### config.mk
export PLATFORM = sky130hd
export DESIGN_NAME = process_scheduler
export DESIGN_NICKNAME = d
export VERILOG_FILES = /design/src/rtl/process_scheduler.sv
export SDC_FILE = /design/constraint.sdc
export NUM_CORES = 1
export LEC_CHECK = 0
export ABC_AREA = 1
export ABC_CLOCK_PERIOD_IN_PS = 3200
export CAP_MARGIN = 20
export CORE_MARGIN = 2
export CORE_UTILIZATION = 58
export CTS_CLUSTER_DIAMETER = 200
export DETAILED_ROUTE_END_ITERATION = 10
export DONT_BUFFER_PORTS = 1
export PLACE_DENSITY = 0.76
export SLEW_MARGIN = 0
export SYNTH_ARGS = -nofsm -noshare
export SYNTH_HDL_FRONTEND = slang
export SYNTH_SLANG_ARGS = --single-unit
### constraint.sdc
create_clock -name Clock -period 3.2 [get_ports Clock]
set_clock_uncertainty 0.1 [all_clocks]
set_input_delay 0.96 -clock Clock [delete_from_list [all_inputs] [get_ports Clock]]
set_output_delay 0.96 -clock Clock [all_outputs]
set_load 0.02 [all_outputs]
### src/rtl/process_scheduler.sv
// Round-robin process scheduler: tracks ready slots and saved PCs, and sequences
// the save/select/restore context switch around quantum expiry and halt.
module process_scheduler #(
  parameter int NPROC = 8,
  parameter int PID_W = 3,
  parameter int PC_W  = 32
) (
  input  logic             Clock,
  input  logic             Reset,
  input  logic             quantum_end,
  input  logic             halt,
  input  logic             io_wait,
  input  logic [PC_W-1:0]  cur_pc,
  input  logic             create_valid,
  input  logic [PID_W-1:0] create_pid,
  input  logic [PC_W-1:0]  create_pc,
  output logic             create_ack,
  output logic             create_err,
  output logic             quantum_enable,
  output logic             timer_clear,
  output logic             pc_load,
  output logic [PC_W-1:0]  next_pc,
  output logic [PID_W-1:0] cur_pid,
  output logic             idle
);

  typedef enum logic [2:0] {
    IDLE    = 3'd0,
    RUN     = 3'd1,
    SAVE    = 3'd2,
    SELECT  = 3'd3,
    RESTORE = 3'd4
  } state_e;

  state_e                       state_q, state_d;
  logic [NPROC-1:0]             ready_q, ready_d;
  logic [PID_W-1:0]             cur_pid_q, cur_pid_d;
  logic [NPROC-1:0][PC_W-1:0]   pc_table_q, pc_table_d;
  logic                         create_ack_q, create_ack_d;
  logic                         create_err_q, create_err_d;

  logic                         halt_clr;
  logic                         slot_busy;
  logic                         found;
  logic [PID_W-1:0]             sel_pid;
  logic [PID_W-1:0]             idx;

  // NOTE: every variable gets a default at the top of always_comb so no path
  // leaves it unassigned; an unassigned path would infer a latch.
  always_comb begin
    state_d      = state_q;
    ready_d      = ready_q;
    cur_pid_d    = cur_pid_q;
    pc_table_d   = pc_table_q;
    create_ack_d = 1'b0;
    create_err_d = 1'b0;

    halt_clr  = (state_q == RUN) && halt;
    // A create racing a halt of the same slot sees the slot as already freed.
    slot_busy = ready_q[create_pid] && !(halt_clr && (create_pid == cur_pid_q));

    if (halt_clr) ready_d[cur_pid_q] = 1'b0;
    if (state_q == SAVE) pc_table_d[cur_pid_q] = cur_pc;

    if (create_valid) begin
      if (slot_busy) begin
        create_err_d = 1'b1;
      end else begin
        ready_d[create_pid]    = 1'b1;
        pc_table_d[create_pid] = create_pc;
        create_ack_d           = 1'b1;
      end
    end

    // Search starts after the current slot; i == NPROC wraps back onto it last.
    // ready_d includes a same-cycle create, so SELECT sees it immediately.
    found   = 1'b0;
    sel_pid = cur_pid_q;
    idx     = cur_pid_q;
    for (int i = 1; i <= NPROC; i++) begin
      idx = cur_pid_q + PID_W'(i);
      if (!found && ready_d[idx]) begin
        found   = 1'b1;
        sel_pid = idx;
      end
    end

    unique case (state_q)
      IDLE:    if (|ready_q) state_d = SELECT;
      RUN: begin
        if (halt)             state_d = SELECT;
        else if (quantum_end) state_d = SAVE;
      end
      SAVE:    state_d = SELECT;
      SELECT: begin
        if (found) begin
          cur_pid_d = sel_pid;
          state_d   = RESTORE;
        end else begin
          state_d   = IDLE;
        end
      end
      RESTORE: state_d = RUN;
      default: state_d = IDLE;
    endcase
  end

  // NOTE: sequential state uses non-blocking assignments so every flop samples
  // the pre-edge values regardless of statement order.
  always_ff @(posedge Clock) begin
    if (Reset) begin
      state_q      <= IDLE;
      ready_q      <= '0;
      cur_pid_q    <= '0;
      // NOTE: the PC table is flop-based and explicitly cleared on reset, so a
      // restore can never present stale contents from before reset.
      pc_table_q   <= '0;
      create_ack_q <= 1'b0;
      create_err_q <= 1'b0;
    end else begin
      state_q      <= state_d;
      ready_q      <= ready_d;
      cur_pid_q    <= cur_pid_d;
      pc_table_q   <= pc_table_d;
      create_ack_q <= create_ack_d;
      create_err_q <= create_err_d;
    end
  end

  assign create_ack     = create_ack_q;
  assign create_err     = create_err_q;
  assign quantum_enable = (state_q == RUN) && !io_wait;
  assign pc_load        = (state_q == RESTORE);
  assign timer_clear    = (state_q == RESTORE);
  assign next_pc        = pc_load ? pc_table_q[cur_pid_q] : '0;
  assign cur_pid        = cur_pid_q;
  assign idle           = (state_q == IDLE);

endmodule

**Word-level counts from Yosys, hierarchy flattened**

Cells that the tools add are included.

- Bitwise logic cells: 5
- Multiplexer cells: 59
- Equal/unequal tests: 7
- Order comparisons: 11
- Reduce and logical (&&, ||, !) cells: 28
- Add/sub/neg operators: 7

Operators with widths:

| kind | count |
|---|---|
| two-way mux 256 bit | 3 |
| bitwise mux 256 bit | 2 |
| demux 32 bit (select 3 bit) | 2 |
| two-way mux 32 bit | 4 |
| binary-select mux 32 bit (select 3 bit) | 1 |
| less-than comparator 3 x 4 -> 1 bit (second input constant) | 9 |
| two-way mux 3 bit | 11 |
| binary-select mux 1 bit (select 3 bit) | 9 |
| two-way mux 8 bit | 3 |
| two-way mux 1 bit | 21 |
| one-hot mux 3 bit (5 select lines) | 1 |
| logical AND 1 bit | 13 |
| adder 3 bit (second input constant) | 4 |
| logical NOT 1 bit | 9 |
| bitwise AND 8 bit | 1 |
| NOT 8 bit | 1 |
| OR 8 bit | 1 |
| OR reduction 8 bit | 1 |
| nonzero test 7 bit | 1 |
| adder 3 x 2 -> 3 bit (second input constant) | 2 |
| demux 1 bit (select 3 bit) | 2 |
| == test 3 x 2 -> 1 bit (second input constant) | 2 |
| >= comparator 3 x 1 -> 1 bit (second input constant) | 2 |
| AND reduction 4 bit | 1 |
| other kinds (10) | 11 |

- Register bits: 272
- Bits of input ports: 73
- Output and inout port bits: 41

**Depth between registers and ports, before layout**

- Word-level depth: 36
- Depth in mapped cells: 26

**Worst setup path before layout**

OpenSTA, ideal clock, no wires.

- Path type: reg2reg
- Start: register cur_pid_q[1], in the netlist cur_pid[1]
- End: register cur_pid_q[1], in the netlist cur_pid[1]
- Arrival: 3,431 ps
- Data required time: 3,044 ps
- Slack: -387 ps
- Setup time: 56 ps
- Stages on the path, launching flop included: 22
- Clock period less this slack: 3,587 ps
- Path buffers: 3
- Cell sequence: dfxtp_1 -> inv_1 -> clkbuf_1 -> clkbuf_1 -> clkbuf_1 -> ha_1 -> nand2_1 -> o21ai_0 -> nand3_1 -> nand3_2 -> nand2_2 -> o21ai_2 -> nand2_2 -> nor2_4 -> nand2_2 -> nor2_2 -> nand2_1 -> or2_1 -> or2_0 -> nand3_1 -> nand2_1 -> inv_1

- Cells in the longest elaborated chain, start to end: 35

RTL lines:

| what | line | RTL |
|---|---|---|
| from (decl) | 37 | `logic [PID_W-1:0] cur_pid_q, cur_pid_d;` |
| from (signal assigned) | 123 | `cur_pid_q <= cur_pid_d;` |
| less-than comparator 3 x 4 -> 1 bit (implied by the code) / >= comparator 3 x 1 -> 1 bit (equally long branches) | 62 | `if (halt_clr) ready_d[cur_pid_q] = 1'b0;` |
| logical AND 1 bit (implied by the code) | 62 |  |
| two-way mux 1 bit (implied by the code) | 62 |  |
| demux 1 bit (select 3 bit) | 62 |  |
| NOT 8 bit (no source line) | - |  |
| bitwise AND 8 bit (no source line) | - |  |
| two-way mux 8 bit | 62 |  |
| OR 8 bit (no source line) | - |  |
| [... 19 more ...] | - |  |
| two-way mux 1 bit | 82 | `if (!found && ready_d[idx]) begin` |
| logical NOT 1 bit | 82 |  |
| logical AND 1 bit | 82 |  |
| two-way mux 1 bit | 82 |  |
| logical NOT 1 bit | 82 |  |
| logical AND 1 bit | 82 |  |
| two-way mux 1 bit / NOT 1 bit (equally long branches) | - |  |
| AND reduction 4 bit (no source line) | - |  |

Several ways; a longest one is shown, not always the timed one. The select of a mux whose other input is x is not followed.
A chain may end at the register's enable or synchronous reset.

**Worst setup path after layout**

- Start: register cur_pid_q[0], in the netlist cur_pid[0]
- End: output port next_pc[15]

- Cells in the longest elaborated chain, start to end: 3

RTL lines:

| what | line | RTL |
|---|---|---|
| binary-select mux 32 bit (select 3 bit) | 135 | `assign next_pc = pc_load ? pc_table_q[cur_pid_q] : '0;` |
| two-way mux 32 bit (implied by the code) | 135 |  |
| two-way mux 32 bit | 135 |  |
| to (decl) | 22 | `output logic [PC_W-1:0] next_pc,` |

Every way passes these cells. The select of a mux whose other input is x is not followed.

==> metrics <==
Hold-fix buffers, CTS 0; CTS tree done; max cap viols 0; Post-synth top cells o21ai_0 (520), a21oi_1 (395), dfxtp_1 (272); initial antenna violation count 0; Power, Total just under 0.01 W; synthesized instance count 2,112; cell area after layout ~17,000 sq um; Clock Tree Root clkbuf_16; Setup TNS Final -0.0254 ns; overall routing resource usage 33.9%; CTS Sinks 272; total grt overflow 0; worst-case clock buffer depth 3; Yosys Warn Count 0; Final Hold Vio Count 0; Slew Limit Fails 0; setup ws final -0.0195 ns; vias in the first global route 14.4k; DR iter-0 viols about 1.9k; Cell Area, Synth about 15,000 sq um; post-synth net total 2,191; DP Area roughly 16,000 sq um; H-tree Lvls 1; P&R area growth vs syn 14.4%; Worst setup startpoint cur_pid[0]$_SDFFE_PP0P_; post-place setup slack -0.0442 ns; Sequential cell area ~5500 sq um; metal1 wirelength between 15 and 20 mm; Clock Latency Late Sink 0.56 ns; Ports roughly 110; pwr dens a little under 600 nW/um^2; failing checks negative setup slack; die extent in y 164 um; Via density about 6.3; Worst VDD drop ~0.46 mV; RSZ-0062 raised after global routing yes; Synth cell types 40; Vias roughly 15k; Synth area leader dfxtp_1; worst-path maximum fanout 32; core area 25,200 sq um; Critical Path RT roughly 2.1 ns; Startpoint Class flip-flop; crit path DAT roughly 2.2 ns; hold crit path type in2reg; IO Port Bufs 0; leakage power approximately 6.3 nW; maximum number of pins on one net before global-route repair slightly above 80; Max transition margin 54.3%; metal3 WL roughly 4.7 mm; Fmax achieved 311 MHz; footprint of the multi-input gates roughly 8200 sq um; Crit Path Class reg2out; standard-cell rows between 50 and 60; Initial DRT Pass Iterations 5; share of the synthesized area in the top cell type a little over a third; largest cells by area after synthesis dfxtp_1 (37%), o21ai_0 (17%), a21oi_1 (13%), mux2_2 (9.7%), nand2_1 (5.9%); asr flop ratio synth 0%; Final Cycle Share 101%; CP endpoint next_pc[15]; DP HPWL ~27 mm; CP endpoint kind output port; r2r worst-path depth 21; drt wl/cell just under 20 um; share of layout cells above drive strength 1 16.3%; Nets 2,161; first-pass GRT wire length ~74 mm; reg-to-reg endpoint cur_pid[1]$_SDFFE_PP0P_; Post-route DRC 0; EDFF count, synth 0; DR top layer met4; most frequent cell after synthesis o21ai_0; r2r setup slk approximately 0.24 ns; Fillers around 2.1k; final setup fails 2; post-route minimum period between 3 and 4 ns; WL met2 21.8 mm; Cells on Worst Hold Path 1; routability congestion estimate 0.842; DRT Wirelength about 48 mm; Avg Cell Area, Syn 7.04 sq um; Starting Density about three fifths; register area share after synthesis a little over a third; final antenna-violating net count 0; CTS Buf Count 30; die width 164 um; leading register cell type out of synthesis dfxtp_1; outcome finished with violations; Clock Pin Slew Worst Setup and Hold Paths ~0.06 ns; Die Area about 27,000 sq um; slew at the pin with the worst max-slew slack slightly below 0.7 ns; antenna cells 0; flops & latches, synth roughly 270; FF-to-FF Start cur_pid[0]$_SDFFE_PP0P_; final core occ slightly below 70%
[registers in the layout (all words and copies together), names as in the netlist]
| signal | flops |
|---|---|
| cur_pid | 3 |
| ready_q | 8 |
| state_q | 3 |
| pc_table_q | 256 |
| create_ack | 1 |
| create_err | 1 |
[critical path, stage by stage, from the launching register on]
cell and delay, ns:
dfxtp_4 0.38, buf_4 0.18, buf_16 0.18, a21oi_1 0.17, o21ai_1 0.10, nand3_1 0.10
nand2_1 0.10, a31oi_4 0.21, buf_6 0.15
[how the worst min path moves through the flow]
stage	end	start
after floorplan	state_q[2]$_SDFFE_PP0P_	state_q[2]$_SDFFE_PP0P_
after global routing	cur_pid[0]$_SDFFE_PP0P_	Reset
after global placement	state_q[2]$_SDFFE_PP0P_	state_q[2]$_SDFFE_PP0P_
after CTS	ready_q[3]$_SDFF_PP0_	Reset
after detailed placement	state_q[2]$_SDFFE_PP0P_	state_q[2]$_SDFFE_PP0P_
final	cur_pid[0]$_SDFFE_PP0P_	Reset
[logic make-up after synthesis]
group	after synthesis	share of synthesized area (%)
AOI/OAI and AO/OA	959	32.8
xor gates and xnor gates	3	0.177
adders and majority gates	6	0.505
buffers and inverters	369	9.38
DFF	272	36.6
muxes	128	9.69
and+or+nand+nor	375	10.9
[stage by stage]
| stage | cells | hold slack [ns] |
|---|---|---|
| after floorplan | 2112 | 0.385 |
| after global placement | 2370 | 0.411 |
| after detailed placement | 2370 | 0.423 |
| after CTS | 2430 | 0.351 |
| after global routing | 2435 | 0.359 |
| final | 2435 | 0.366 |
[power by group]
part / total (W) / internal [W] / switching [W]
sequential: 0.00374 / 0.00361 / 0.000121
combinational: 0.00263 / 0.000995 / 0.00164
clock: 0.00345 / 0.00202 / 0.00143
[layout make-up]
cell class | instances | share of cell area (%)
timing repair buffer | 109 | 7.05
inverter | 198 | 4.53
tap | 330 | 2.43
sequential | 272 | 32.0
clock buffer | 45 | 5.09
clock inverter | 10 | 0.669
multi-input combinational | 1471 | 48.2
[cell usage in the layout, fill, tap and decap left out, types with 12 or more instances in the layout]
| cell type | instances |
|---|---|
| a21oi_1 | 389 |
| inv_1 | 184 |
| a31oi_1 | 25 |
| o21ai_0 | 513 |
| clkbuf_16 | 34 |
| nand3_1 | 73 |
| buf_12 | 17 |
| dfxtp_1 | 269 |
| nand2_1 | 233 |
| mux2_2 | 128 |
| buf_4 | 79 |
| nor2_1 | 27 |
| nand2_2 | 12 |
[per-layer routing]
metal  vias to the layer above  track usage [%]
met5                         -                0
met4                         0             11.7
met3                       134             5.38
met2                       829             54.7
met1                      7211             46.2
li1                       7208                -
[timing repair]
item                       CTS  global route
gates resized for setup     15            25
pin swaps                    1             0
setup endpoints to repair   32            31
setup buffers                4             1
gates cloned                 1             4
hold endpoints to repair     0             0
No activity file was read; power rests on OpenSTA's default activity.
